$ cat src/rtl/gate_pkg.sv
// rtl/gate_pkg.sv - shared op encodings for the gate logic pipeline
package gate_pkg;

    localparam logic [2:0] OP_OR   = 3'd0;
    localparam logic [2:0] OP_AND  = 3'd1;
    localparam logic [2:0] OP_XOR  = 3'd2;
    localparam logic [2:0] OP_NOR  = 3'd3;
    localparam logic [2:0] OP_NAND = 3'd4;
    localparam logic [2:0] OP_XNOR = 3'd5;
    localparam logic [2:0] OP_PASS = 3'd6;
    localparam logic [2:0] OP_ZERO = 3'd7;

endpackage

$ cat src/rtl/gate_logic_core.sv
// rtl/gate_logic_core.sv - combinational NINPUTS-wide bitwise reduction
module gate_logic_core
    import gate_pkg::*;
#(
    parameter int WIDTH   = 8,
    parameter int NINPUTS = 2
) (
    input  logic [2:0]               op,
    input  logic [NINPUTS*WIDTH-1:0] operands,
    output logic [WIDTH-1:0]         result
);

    logic [WIDTH-1:0] or_r;
    logic [WIDTH-1:0] and_r;
    logic [WIDTH-1:0] xor_r;

    always_comb begin
        or_r  = '0;
        and_r = '1;
        xor_r = '0;
        for (int k = 0; k < NINPUTS; k++) begin
            or_r  = or_r  | operands[k*WIDTH +: WIDTH];
            and_r = and_r & operands[k*WIDTH +: WIDTH];
            xor_r = xor_r ^ operands[k*WIDTH +: WIDTH];
        end
    end

    always_comb begin
        result = '0;
        case (op)
            OP_OR:   result = or_r;
            OP_AND:  result = and_r;
            OP_XOR:  result = xor_r;
            OP_NOR:  result = ~or_r;
            OP_NAND: result = ~and_r;
            OP_XNOR: result = ~xor_r;
            OP_PASS: result = operands[WIDTH-1:0];
            default: result = '0;
        endcase
    end

endmodule

$ cat src/rtl/gate_logic_pipe.sv
// rtl/gate_logic_pipe.sv - two-stage valid/ready gate logic pipeline; GATE_LOGIC_PIPE_CNT_EN adds xfer_count
module gate_logic_pipe
    import gate_pkg::*;
#(
    parameter int WIDTH   = 8,
    parameter int NINPUTS = 2
) (
    input  logic                     clk,
    input  logic                     reset,
    input  logic [2:0]               op,
    input  logic                     in_valid,
    output logic                     in_ready,
    input  logic [NINPUTS*WIDTH-1:0] in_data,
    output logic                     out_valid,
    input  logic                     out_ready,
    output logic [WIDTH-1:0]         out_data,
    output logic [2:0]               out_op
`ifdef GATE_LOGIC_PIPE_CNT_EN
    ,
    output logic [15:0]              xfer_count
`endif
);

    logic                     s1_valid;
    logic [NINPUTS*WIDTH-1:0] s1_data;
    logic [2:0]               s1_op;
    logic [WIDTH-1:0]         core_result;
    logic                     s2_free;
    logic                     s1_free;

    // A stage can take new data when empty or when its current occupant leaves this edge.
    assign s2_free  = !out_valid || out_ready;
    assign s1_free  = !s1_valid || s2_free;
    assign in_ready = !reset && s1_free;

    gate_logic_core #(
        .WIDTH   (WIDTH),
        .NINPUTS (NINPUTS)
    ) u_core (
        .op       (s1_op),
        .operands (s1_data),
        .result   (core_result)
    );

    always_ff @(posedge clk or posedge reset) begin
        if (reset) begin
            s1_valid  <= 1'b0;
            s1_data   <= '0;
            s1_op     <= '0;
            out_valid <= 1'b0;
            out_data  <= '0;
            out_op    <= '0;
        end else begin
            if (s1_free) begin
                s1_valid <= in_valid;
                if (in_valid) begin
                    s1_data <= in_data;
                    s1_op   <= op;
                end
            end
            if (s2_free) begin
                out_valid <= s1_valid;
                if (s1_valid) begin
                    out_data <= core_result;
                    out_op   <= s1_op;
                end
            end
        end
    end

`ifdef GATE_LOGIC_PIPE_CNT_EN
    always_ff @(posedge clk or posedge reset) begin
        if (reset) begin
            xfer_count <= '0;
        end else if (out_valid && out_ready && (xfer_count != 16'hFFFF)) begin
            xfer_count <= xfer_count + 16'd1;
        end
    end
`endif

endmodule
$ cat config.mk
export PLATFORM = sky130hd
export DESIGN_NAME = gate_logic_pipe
export DESIGN_NICKNAME = d
export VERILOG_FILES = /design/src/rtl/gate_pkg.sv /design/src/rtl/gate_logic_core.sv /design/src/rtl/gate_logic_pipe.sv
export SDC_FILE = /design/constraint.sdc
export NUM_CORES = 1
export LEC_CHECK = 0
export CORE_MARGIN = 2
export CORE_UTILIZATION = 50
export CTS_CLUSTER_SIZE = 12
export DETAILED_ROUTE_END_ITERATION = 10
export PLACE_DENSITY_LB_ADDON = 0.08
export SYNTH_ARGS = -nofsm -noshare
export SYNTH_HDL_FRONTEND = slang
export SYNTH_HIERARCHICAL = 1
export SYNTH_SLANG_ARGS = --single-unit
export TNS_END_PERCENT = 50
$ cat constraint.sdc
create_clock -name clk -period 3 [get_ports clk]
set_input_delay 0.9 -clock clk [delete_from_list [all_inputs] [get_ports clk]]
set_output_delay 0.9 -clock clk [all_outputs]
set_load 0.03 [all_outputs]
# Yosys cells after proc, flatten, opt, wreduce, memory -nomap -nowiden
# Index checks and enable logic that the tools add are counted.
# op_classes
n_eq_ne	6
n_bitwise	6
n_mux	1
reduce_logical	9
# op_table
op	n
$pmux W8 S7	1
$not A8 Y8	3
$eq A3 B3 Y1 const B	3
$and A8 B8 Y8	1
$or A8 B8 Y8	1
$xor A8 B8 Y8	1
$eq A3 B2 Y1 const B	2
$reduce_and A2 Y1	2
$eq A3 B1 Y1 const B	1
$logic_not A1 Y1	3
$logic_not A3 Y1	1
$logic_or A1 B1 Y1	2
$logic_and A1 B1 Y1	1
# totals
out_inout_bits	13
inputBits	23
regBits	32
wordCells	28

# Logic depth before layout (Yosys ltp)
# Gate-level depths: netlist (run 1).
# depth
depth_word	4
mapped_depth	6
ltp_nobuf	6

# By module
# Netlist (run 1), hierarchy kept.
# by_module_without_submodules
module	area_each_um2	n_inst	cells_each	seq_area_each_um2
gate_logic_pipe	1273.7	1	72	800.8
gate_logic_core	814.5	1	106	0.0

# Least setup slack after synthesis (run 1)
# OpenSTA, ideal clock, no wires.
# synth_path
path_type	input-to-output
from	input port reset
to	output port in_ready
path_stages	2
path_buffers	0
t_arrival_ns	1.975
required_time_ns	2.100
setup_slack_ns	0.125
cell_sequence	inv_1 > and2_2
# synth_via
elab_chain_cells	2
# synth_lines
item	line_no	rtl
from (decl)	gate_logic_pipe.sv:9	input logic reset,
$logic_not A1 Y1 (no source line)	n/a	
$logic_and A1 B1 Y1	gate_logic_pipe.sv:34	assign in_ready = !reset && s1_free;
to (decl)	gate_logic_pipe.sv:12	output logic in_ready,
# Every way passes these cells.

# Final worst setup path (run 1)
# layout_path
from	input port out_ready
to	output port in_ready
# layout_via
elab_chain_cells	3
# layout_lines
item	line_no	rtl
from (decl)	gate_logic_pipe.sv:15	input logic out_ready,
$logic_or A1 B1 Y1	gate_logic_pipe.sv:32	assign s2_free = !out_valid || out_ready;
$logic_or A1 B1 Y1	gate_logic_pipe.sv:33	assign s1_free = !s1_valid || s2_free;
$logic_and A1 B1 Y1	gate_logic_pipe.sv:34	
# Every way passes these cells.

==> results of run 1 <==
## area by class of cell
cell class                 count  area [um^2]  share of cell area
clock inverter                 3         42.5              0.0169
timing repair buffer          36          355               0.141
clock buffer                   5         68.8              0.0274
inverter                      21         78.8              0.0314
multi-input combinational    114         1100               0.440
sequential                    32          801               0.319
tap                           50         62.6              0.0249
## per-layer routing
| layer | wire, um | share of wire | vias to the layer above |
|---|---|---|---|
| li1 | - | - | 693 |
| met1 | 1810 | 0.45 | 712 |
| met4 | 49 | 0.012 | 0 |
| met2 | 2050 | 0.50 | 32 |
| met3 | 161 | 0.040 | 5 |
| met5 | 0 | 0 | - |
## metrics by stage
stage / worst slack, ns / instances / area (um^2) / hold WS [ns] / utilization
2_1_floorplan: 0.125 / 178 / 2090 / 0.506 / -
3_3_place_gp: 0.270 / 253 / 2400 / 0.488 / 0.601
3_5_place_dp: 0.236 / 253 / 2400 / 0.497 / 0.601
4_1_cts: 0.233 / 261 / 2510 / 0.512 / 0.628
5_1_grt: 0.195 / 261 / 2510 / 0.522 / 0.628
6_report: 0.235 / 261 / 2510 / 0.504 / 0.628
## cells in the mapped netlist
master / instances / area [um^2]
a311o_1: 5 / 50.1
and4b_1: 4 / 40.0
nor3b_1: 1 / 7.51
mux2_4: 10 / 150
nand2b_1: 3 / 18.8
buf_8: 1 / 15.0
nor2b_1: 2 / 12.5
o211ai_1: 5 / 37.5
buf_6: 3 / 33.8
nand2_4: 1 / 11.3
and4bb_1: 1 / 12.5
dfrtp_1: 32 / 801
nand3b_4: 1 / 20.0
and2_2: 1 / 7.51
and3b_1: 1 / 8.76
o21ai_1: 2 / 10.0
mux2i_1: 7 / 70.1
or2b_1: 5 / 37.5
a21oi_1: 1 / 5.00
o221ai_1: 4 / 35.0
nor3_1: 2 / 10.0
a2111oi_2: 1 / 15.0
nor4_1: 4 / 25.0
buf_12: 1 / 20.0
o221a_1: 1 / 11.3
a32oi_1: 2 / 17.5
inv_1: 21 / 78.8
nor4bb_1: 1 / 10.0
buf_4: 2 / 15.0
mux2_2: 21 / 236
nand2_1: 11 / 41.3
nor2_1: 1 / 3.75
ha_1: 16 / 200
buf_2: 4 / 20.0
## cells by family (layout without fill, tap and decap cells)
group / Yosys count / count (layout)
simple gates: 39 / 39
mux: 38 / 38
flops: 32 / 32
buf+inv: 32 / 65
compound gates: 21 / 21
fa+ha+maj: 16 / 16
## where the power goes
part / switching, uW / internal [uW]
clock network: 161 / 246
registers: 115 / 530
logic: 306 / 341
## flip-flops by register name, indices dropped and copies added (netlist names)
register   cells
out_valid      1
out_data       8
s1_data       16
out_op         3
s1_valid       1
s1_op          3
## worst paths after layout
| kind | start | to | slack (ns) |
|---|---|---|---|
| min in group asynchronous | reset | s1_data[4]$_DFFE_PP0P_ | 1.10 |
| min | out_data[3]$_DFFE_PP0P_ | out_data[3]$_DFFE_PP0P_ | 0.50 |
| max in group asynchronous | reset | s1_data[11]$_DFFE_PP0P_ | 1.60 |
| max reg2reg | s1_op[0]$_DFFE_PP0P_ | out_data[2]$_DFFE_PP0P_ | 0.86 |
| max | out_ready | in_ready | 0.24 |
| min reg2reg | out_data[3]$_DFFE_PP0P_ | out_data[3]$_DFFE_PP0P_ | 0.50 |
## worst max-delay path, stage by stage
cell	delay, ns
clkdlybuf4s50_1	0.42
nand3b_4	0.18
and2_2	0.20
buf_4	0.16
==> results.json, run 1 <==
{
  "cts_buffers": 5,
  "met3_usage": 0.0438,
  "drtPass1Iterations": 4,
  "die_x_um": 68.6,
  "nets": 249,
  "reg2reg_depth": 4,
  "vdd_drop_max_mv": 0.334,
  "netlist_area_um2": 2090,
  "synth_compound_area_frac": 0.0869,
  "io_buffers": 35,
  "critPathCaptureType": "primary output",
  "antenna_found_initial": 0,
  "synthSimpleGateAreaFrac": 0.128,
  "hold_buffers": 0,
  "p_leak_uw": 0.00116,
  "synth_top_family_by_area": "multiplexers",
  "grtUsageTotal": 0.197,
  "postCtsResizedCells": 0,
  "dr_total_vias": 1442,
  "io_pins": 36,
  "cts.clk_slew.worst_paths_ns": 0.06,
  "place_hpwl_um": 2730,
  "synth-seq-cells": 32,
  "crit_type": "primary input to primary output",
  "crit_fanout": 3,
  "grt_pass1_vias": 1520,
  "cts_tree": "done",
  "clock-sinks": 32,
  "num_antenna_cells": 0,
  "post_cts_buffers": 0,
  "grt_first_pass_wirelength_um": 6900,
  "status": "complete, no violations",
  "die_area_um2": 4710,
  "yosysWarnings": 6,
  "drt-vias-per-instance": 5.52,
  "fp-row-count": 23,
  "clock_skew_ns": 0.00651,
  "synthCells": 178,
  "tightestPinTransition_ns": 1.08,
  "finalHoldViolations": 0,
  "hp-class": "flip-flop to flip-flop",
  "met1_usage": 0.257,
  "gp_congestion": 0.747,
  "wire_per_inst_um": 15.6,
  "coreArea_um2": 4000,
  "max_freq_mhz": 362,
  "syn_avg_cell_area_um2": 11.7,
  "area_growth_pct": 20.4,
  "synth_seq_area_share": 0.383,
  "power_uw": 1700,
  "cts_buffer_depth": 2,
  "drc_errors": 0,
  "finalCriticalPeriod_ns": 2.76,
  "postRouteWirelength_um": 4070,
  "rsz0062_at_grt": "false",
  "synth_xor_area_frac": 0,
  "clk_latency_ns": 0.28,
  "overflow": 0,
  "power_density_nw_per_um2": 676,
  "cts_root_buf": "clkbuf_8",
  "setup_tns_ns": 0,
  "ant_nets": 0,
  "final_cell_mix": "clkdlybuf4s50_1 (34), dfrtp_1 (32), mux2_2 (21), inv_1 (21), ha_1 (16)",
  "fin_crit_sh": 0.922,
  "final_common_cell": "clkdlybuf4s50_1",
  "setup_viol": 0,
  "met2_usage": 0.321,
  "synth_nets": 217,
  "drt-initial-drc-count": 67,
  "slew_headroom": 0.282,
  "initial_core_util": 0.522,
  "slew_viol_final": 0,
  "busiest_layer": "met2",
  "n_fill_cell": 314,
  "critPathLaunchType": "primary input",
  "holdPathStages": 1,
  "synthMuxAreaShare": 0.219,
  "synth_fa_ha_area_frac": 0.0959,
  "chipHeight_um": 68.6,
  "cts-htree-levels": 2,
  "cp.arrival_ns": 1.86,
  "drive_above_1_share": 0.213,
  "synth_cell_types": 34,
  "grt_max_degree": 38,
  "cap_violations": 0,
  "crit_required_ns": 2.10
}
No activity file was read; power rests on OpenSTA's default activity.
==> run 2, diff against run 1 <==
--- a/config.mk
+++ b/config.mk
@@ -14,4 +14,4 @@
 export SYNTH_HDL_FRONTEND = slang
 export SYNTH_HIERARCHICAL = 1
 export SYNTH_SLANG_ARGS = --single-unit
-export TNS_END_PERCENT = 50
+export TNS_END_PERCENT = 20
==> results of run 2 <==
The final DEF is identical to that of run 1; final timing and power are the same.
